## src/rtl/shift_pkg.sv

```systemverilog
// Shared types and helpers for the pipelined barrel shifter (shift_pipe).
// Payload fields are sized for the largest supported operand; each stage
// uses only the low WIDTH bits of data.
package shift_pkg;

    localparam int unsigned MAX_WIDTH   = 64;
    localparam int unsigned MAX_SHAMT_W = 6;

    typedef enum logic [1:0] {
        OP_SLL = 2'b00,
        OP_SRL = 2'b01,
        OP_SRA = 2'b10,
        OP_ROR = 2'b11
    } shift_op_e;

    // Everything that travels with an operand through one stage register.
    typedef struct packed {
        logic [MAX_WIDTH-1:0]   data;
        shift_op_e              op;
        logic [MAX_SHAMT_W-1:0] shamt;
        logic                   carry;
        logic                   valid;
    } stage_pl_t;

    // Number of mux levels owned by stage idx; earlier stages absorb the remainder.
    function automatic int unsigned stage_levels(
        input int unsigned levels,
        input int unsigned stages,
        input int unsigned idx
    );
        return (levels / stages) + ((idx < (levels % stages)) ? 32'd1 : 32'd0);
    endfunction

    // Index of the first mux level owned by stage idx.
    function automatic int unsigned stage_lo(
        input int unsigned levels,
        input int unsigned stages,
        input int unsigned idx
    );
        return (idx * (levels / stages)) +
               ((idx < (levels % stages)) ? idx : (levels % stages));
    endfunction

endpackage

```

## src/rtl/shift_stage.sv

```systemverilog
// One pipeline stage of shift_pipe: mux levels LO..HI (inclusive) followed by
// a payload register that loads on the global advance strobe.
// Rotate wrap logic is only built when SHIFT_PIPE_ROTATE_EN is defined.
module shift_stage
    import shift_pkg::*;
#(
    parameter int unsigned WIDTH = 16,
    parameter int unsigned LO    = 0,
    parameter int unsigned HI    = 0
) (
    input  logic      clk,
    input  logic      rst_n,
    input  logic      i_advance,
    input  stage_pl_t i_pl,
    output stage_pl_t o_pl
);

    localparam int unsigned IDX_W = $clog2(WIDTH);
    localparam int unsigned SEL_W = $clog2(MAX_SHAMT_W);

    logic [WIDTH-1:0]       w_data;
    logic                   w_carry;
    logic [MAX_SHAMT_W-1:0] w_shamt;
    int unsigned            w_amt;
    stage_pl_t              w_next;
    stage_pl_t              r_pl;
    logic                   w_unused;

    // Apply this stage's levels LSB first; each active level updates data and carry.
    always_comb begin
        w_data  = i_pl.data[WIDTH-1:0];
        w_carry = i_pl.carry;
        w_shamt = i_pl.shamt;
        w_amt   = 32'd0;
        for (int unsigned j = LO; j <= HI; j++) begin
            w_amt = 32'd1 << j;
            if (i_pl.shamt[SEL_W'(j)]) begin
                // Consumed shift bits are cleared so the payload holds only what remains.
                w_shamt[SEL_W'(j)] = 1'b0;
                case (i_pl.op)
                    OP_SLL: begin
                        w_carry = w_data[IDX_W'(WIDTH - w_amt)];
                        w_data  = w_data << w_amt;
                    end
                    OP_SRL: begin
                        w_carry = w_data[IDX_W'(w_amt - 32'd1)];
                        w_data  = w_data >> w_amt;
                    end
                    OP_SRA: begin
                        w_carry = w_data[IDX_W'(w_amt - 32'd1)];
                        w_data  = WIDTH'($signed(w_data) >>> w_amt);
                    end
`ifdef SHIFT_PIPE_ROTATE_EN
                    OP_ROR: begin
                        w_data  = (w_data >> w_amt) | (w_data << (WIDTH - w_amt));
                        w_carry = w_data[WIDTH-1];
                    end
`endif
                    default: begin
                        // Rotate disabled: operand passes through with carry untouched (0).
                    end
                endcase
            end
        end
        w_next       = i_pl;
        w_next.data  = MAX_WIDTH'(w_data);
        w_next.shamt = w_shamt;
        w_next.carry = w_carry;
    end

    // Payload register: cleared by synchronous reset, frozen while the pipe stalls.
    always_ff @(posedge clk) begin
        if (!rst_n) begin
            r_pl <= '0;
        end else if (i_advance) begin
            r_pl <= w_next;
        end
    end

    assign o_pl = r_pl;

    // Operand bits above WIDTH are always zero and carry no information.
    assign w_unused = ^(i_pl.data >> WIDTH);

endmodule

```

## src/rtl/shift_pipe.sv

```systemverilog
// Pipelined barrel shifter (SLL/SRL/SRA, optional ROR) with valid/ready
// handshake and a single global stall. log2(WIDTH) mux levels are spread
// over STAGES register stages.
// Optional feature macro: SHIFT_PIPE_ROTATE_EN (op 11 rotates right when
// defined, otherwise passes the operand through unshifted with carry 0).
module shift_pipe
    import shift_pkg::*;
#(
    parameter  int unsigned WIDTH   = 16,
    parameter  int unsigned STAGES  = 2,
    localparam int unsigned SHAMT_W = $clog2(WIDTH)
) (
    input  logic               clk,
    input  logic               rst_n,
    input  logic               in_valid,
    output logic               in_ready,
    input  logic [1:0]         in_op,
    input  logic [WIDTH-1:0]   in_a,
    input  logic [SHAMT_W-1:0] in_shamt,
    output logic               out_valid,
    input  logic               out_ready,
    output logic [WIDTH-1:0]   out_result,
    output logic               out_zero,
    output logic               out_carry
);

    localparam int unsigned LEVELS = $clog2(WIDTH);

    stage_pl_t w_in_pl;
    stage_pl_t w_stage_pl [STAGES];
    stage_pl_t w_out_pl;
    logic      w_advance;
    logic      w_unused;

    // Package the incoming request as the first stage's payload.
    always_comb begin
        w_in_pl       = '0;
        w_in_pl.data  = MAX_WIDTH'(in_a);
        w_in_pl.op    = shift_op_e'(in_op);
        w_in_pl.shamt = MAX_SHAMT_W'(in_shamt);
        w_in_pl.carry = 1'b0;
        w_in_pl.valid = in_valid;
    end

    // Chain of stages; every register loads together on advance, bubbles included.
    for (genvar s = 0; s < STAGES; s++) begin : g_stage
        localparam int unsigned S_LO = stage_lo(LEVELS, STAGES, unsigned'(s));
        localparam int unsigned S_HI = S_LO + stage_levels(LEVELS, STAGES, unsigned'(s)) - 32'd1;

        stage_pl_t w_stage_in;

        if (s == 0) begin : g_first
            assign w_stage_in = w_in_pl;
        end else begin : g_chain
            assign w_stage_in = w_stage_pl[s-1];
        end

        shift_stage #(
            .WIDTH (WIDTH),
            .LO    (S_LO),
            .HI    (S_HI)
        ) u_stage (
            .clk       (clk),
            .rst_n     (rst_n),
            .i_advance (w_advance),
            .i_pl      (w_stage_in),
            .o_pl      (w_stage_pl[s])
        );
    end

    assign w_out_pl = w_stage_pl[STAGES-1];

    // Global stall: the whole pipe moves unless a finished result is being held.
    assign w_advance = !w_out_pl.valid || out_ready;
    assign in_ready  = w_advance;

    assign out_valid  = w_out_pl.valid;
    assign out_result = w_out_pl.data[WIDTH-1:0];
    assign out_carry  = w_out_pl.carry;
    assign out_zero   = (w_out_pl.data[WIDTH-1:0] == '0);

    // After the last stage the op and remaining shift amount are no longer needed.
    assign w_unused = ^{w_out_pl.op, w_out_pl.shamt, (w_out_pl.data >> WIDTH)};

endmodule

```

## config.mk

```make
export PLATFORM = sky130hd
export DESIGN_NAME = shift_pipe
export DESIGN_NICKNAME = d
export VERILOG_FILES = /design/src/rtl/shift_pkg.sv /design/src/rtl/shift_stage.sv /design/src/rtl/shift_pipe.sv
export SDC_FILE = /design/constraint.sdc
export NUM_CORES = 1
export LEC_CHECK = 0
export CORE_ASPECT_RATIO = 0.7
export CORE_MARGIN = 3
export CORE_UTILIZATION = 55
export DETAILED_ROUTE_END_ITERATION = 8
export PLACE_DENSITY = 0.81
export SYNTH_ARGS = -nofsm -noshare
export SYNTH_HDL_FRONTEND = slang
export SYNTH_SLANG_ARGS = --single-unit
```

## constraint.sdc

```tcl
create_clock -name clk -period 2.34 [get_ports clk]
set_input_delay 0.468 -clock clk [delete_from_list [all_inputs] [get_ports clk]]
set_output_delay 0.468 -clock clk [all_outputs]
set_load 0.03 [all_outputs]
```

# After elaboration in Yosys (flattened, before gate mapping)
# Cells that the tools add are included.
[word_totals]
regBits = 40
inputBits = 26
elab_cells = 35
[op_classes]
n_eq_ne = 4
muxes = 16
reduce_logical = 7
[op_table]
columns = ["cell", "count"]
rows = [
  ["$pmux W16 S3", 4],
  ["$mux W16", 4],
  ["$logic_not A16 Y1", 1],
  ["$pmux W1 S2", 4],
  ["$eq A2 B1 Y1 const B", 2],
  ["$eq A2 B2 Y1 const B", 2],
  ["$logic_not A2 Y1", 2],
  ["$mux W1", 4],
  ["$reduce_or A2 Y1", 2],
  ["$logic_not A1 Y1", 1],
  ["$logic_or A1 B1 Y1", 1],
]

# Longest topological paths before layout
[logic_depth]
depth_word = 6
mapped_depth = 10
ltp_nobuf = 7

# By module
# From an unflattened synthesis, not the netlist that was laid out.
[unflattened]
hier_cells = 544
hier_area_um2 = 4275.4
[by_module_without_submodules]
columns = ["mod", "instances", "cells_per_inst", "area_each_um2", "seq_area_each_um2"]
rows = [
  ["shift_stage (g_stage[0].u_stage)", 1, 292, 2192.1, 480.5],
  ["shift_stage (g_stage[1].u_stage)", 1, 245, 2039.5, 480.5],
  ["shift_pipe", 1, 7, 43.8, 0.0],
]

# Worst setup path after synthesis
# No wires, ideal clock.
[synth_path]
path_kind = "input to register"
startpoint = "input in_op[0]"
endpoint = "register g_stage[0].u_stage.r_pl (netlist bit g_stage[0].u_stage.o_pl[17])"
setup_time_ps = 116
t_arrival_ps = 1818
slack_ps = 406
cell_stages = 10
path_buffers = 3
path_cell_list = "inv_1 ha_1 or2_1 buf_6 buf_8 buf_8 a211oi_2 o32ai_1 a21oi_1 nor2_1"
[synth_between]
elab_chain_len = 5
[synth_rtl]
columns = ["element", "line_no", "source"]
rows = [
  ["start, declared", "shift_pipe.sv:17", "input logic [1:0] in_op,"],
  ["$eq A2 B2 Y1, or another cell as far along", "shift_stage.sv:40", "case (i_pl.op)"],
  ["$pmux W16 S3", "shift_stage.sv:40", ""],
  ["$mux W16", "shift_stage.sv:37", "if (i_pl.shamt[SEL_W'(j)]) begin"],
  ["$pmux W16 S3", "shift_stage.sv:40", ""],
  ["$mux W16 (*)", "shift_stage.sv:37", ""],
  ["end signal, assigned", "shift_stage.sv:76", "r_pl <= w_next;"],
  ["end, declared", "shift_stage.sv:26", "stage_pl_t r_pl;"],
]
# Mark *: on every way between the ends. The rest lies on a longest branch, timed or not.
# A chain may end at the register's enable or synchronous reset.

# Final worst setup path
[layout_path]
startpoint = "input in_op[1]"
endpoint = "register g_stage[0].u_stage.r_pl (netlist bit g_stage[0].u_stage.o_pl[24])"
# Same word-level chain as after synthesis.

==> flow_summary.toml <==
[global_routing]
grt_max_degree = 32
grt_pass1_wl_mm = 16.6
grt_overflow = 0
antenna_found_initial = 0
grt_pass1_vias = 3326
grt_use_total = 0.335

[critical_path]
crit_path_max_fanout = 19
worst_ep_required_time_ps = 2530
slowest_delay_ps = 510
cp_data_arrival_time_ps = 2460
endpoint_kind = "flip-flop"
worstPathCellList = "clkdlybuf4s50_1, inv_1, ha_1, or2_1, buf_12, buf_4, a221oi_1, nor3_1, a31oi_1, o21ai_0"
path_class = "primary input to flip-flop"
critical-path-slowest-cell = "clkdlybuf4s50_1"
critPathLaunchType = "primary input"

[logic_synthesis]
ys_seq_elements = 40
syn_inst = 405
syn_avg_cell_area_um2 = 7.32
ys_warn_count = 0
syn_nets = 439
ys_seq_area_frac = 0.270
synth_top_family_by_area = "compound AO/OA/AOI/OAI gates"
synth_ff_type = "dfxtp_1"
synth_xor_area_frac = 0
synthAdderAreaFrac = 0.0338
synth_edf_count = 0
synth-simple-area-share = 0.179
async_flop_share = 0
syn_area_um2 = 2960
synthMuxAreaShare = 0.00338
synth.distinct_cells = 53
synth_compound_area_frac = 0.442

[route]
drcViolationCount = 0
antenna_left = 0
drt_iter0_markers = 556
totalWireLength_mm = 10.3
wl_per_cell_um = 18.9
avgViaCountPerCell = 6.78
drt_first_pass_iters = 5
dr_total_vias = 3703

[sta]
timing.fmax_ghz = 0.439
holdWs_ps = 487
hold_violations = 0
setup_violations = 0
setup-tns-final_ps = 0
period_minus_slack_ps = 2280
fin_worst_skew_ps = 3.28
worstMarginPinSlew_ps = 462
slew_violations = 0
period_share = 0.973
slew_headroom = 0.692

[pwr]
peakVddDrop_uv = 375
switchingPower_uw = 740
power_leakage_uw = 0.00144
seq_power_share = 0.389
p_total_uw = 2130
p_int_uw = 1390
swShare = 0.347
clkPwrFrac = 0.267
powerDensity_nw_per_um2 = 544
combPwrFrac = 0.344

[cells_and_area]
final_util = 0.784
final_nets = 510
diodes = 0
final_cell_mix = "o21ai_0 (60), buf_4 (48), clkdlybuf4s50_1 (43)"
layout_commonest_cell = "o21ai_0"
syn_to_final_growth_pct = 32.2
largest_register_ffs = 40
layout-drive-gt1-share = 0.143

[place]
place_hpwl_mm = 7.71
io_buffers = 45
gp_congestion = 0.979

[die]
core_um2 = 4990
ios = 46
dieHeight_um = 67.4
die_area_um2 = 6320
placementRows = 21
die_w_um = 93.7
start_util = 0.593

[cts]
cts_inserted_buffers = 5
insertion_delay_ps = 300
clock_sinks = 40
post_cts_buffers = 0
htree_num_levels = 2
cts_tree = "yes"
clk_pin_slew_ps = 80
clockBufferDepth = 2
cts-root-buf = "clkbuf_8"

[outcome]
status = "finished, final reports clean"

[worst_hold_path]
hold_class = "flip-flop to flip-flop"

[run]
max-cap-violations = 0
-- power by group through the flow --
stage / clock network (uW) / logic [uW] / registers, uW
2_1_floorplan: 0 / 358 / 867
3_3_place_gp: 0 / 700 / 834
6_report: 570 / 733 / 828
3_5_place_dp: 0 / 709 / 838
4_1_cts: 568 / 713 / 822
5_1_grt: 600 / 784 / 835
-- critical path: cells and delay by family --
kind	cells	cell delay, ps
buffers and inverters	4	890
adders and majority gates	1	190
AOI/OAI and AO/OA	3	580
and+or+nand+nor	2	330
-- worst paths after layout --
check / endpoint / slack (ps) / cells past startpoint / from
worst min-delay path: g_stage[0].u_stage.o_pl[0] / 490 / 2 / g_stage[0].u_stage.o_pl[0]
worst max-delay path: g_stage[0].u_stage.o_pl[24] / 60 / 10 / in_op[1]
worst max register to register: g_stage[1].u_stage.o_pl[12] / 120 / 7 / g_stage[0].u_stage.o_pl[8]
worst min register to register: g_stage[0].u_stage.o_pl[0] / 490 / 2 / g_stage[0].u_stage.o_pl[0]
-- synthesized netlist by cell type, types with 2 or more instances --
cell type,count,area (um^2)
a22oi_1,6,45.0
o21a_1,2,15.0
and2_1,3,18.8
a211oi_1,23,173
a211o_1,3,26.3
nor2b_1,7,43.8
a31oi_1,13,81.3
clkbuf_1,16,60.1
dfxtp_1,40,801
o221ai_1,4,35.0
o21ai_0,60,300
nand2_1,41,154
nor4_1,5,31.3
o2111ai_1,2,17.5
nor2_1,32,120
nor3_1,12,60.1
a221oi_1,10,87.6
buf_8,2,30.0
buf_4,2,15.0
o211ai_1,6,45.0
a21oi_1,33,165
nand3_1,3,15.0
a221o_2,3,33.8
inv_1,7,26.3
a21boi_0,5,37.5
ha_1,8,100
buf_2,13,65.1
o32a_1,2,20.0
nand2b_1,5,31.3
a221o_1,4,40.0
a22o_1,6,52.6
o22a_1,4,35.0
o22ai_1,2,12.5
a32o_1,2,20.0
-- cell type report --
class	instances	area, um^2
Clock inverter	2	35.0
Inverter	7	26.3
Multi-Input combinational cell	323	1960
Sequential cell	40	801
Timing Repair Buffer	99	940
Clock buffer	6	72.6
Tap cell	69	86.3
Fill cell	367	1080
-- what timing repair did --
action,CTS,global route
hold buffers,0,0
endpoints found under the setup margin,1,1
resized for setup,1,1
-- kinds of logic after synthesis --
logic type / count (synthesis)
mux: 1
compound gates: 198
flops: 40
buf+inv: 42
simple gates: 116
fa+ha+maj: 8
-- stage by stage --
stage	setup WS, ps	cell area, um^2	cells
final	64.3	3920	546
after CTS	141	3910	546
after detailed placement	-176	3800	538
after global routing	-9.17	3920	546
after floorplan	406	2960	405
after global placement	-138	3800	538
-- per-layer routing --
layer / vias to the layer above / GRT usage / wire (um)
met4: 0 / 0.101 / 188
met3: 31 / 0.116 / 1440
li1: 1682 / - / -
met2: 284 / 0.497 / 4390
met1: 1706 / 0.460 / 4310
met5: - / 0 / 0
Note: power is estimated with default switching activity, not from simulation.
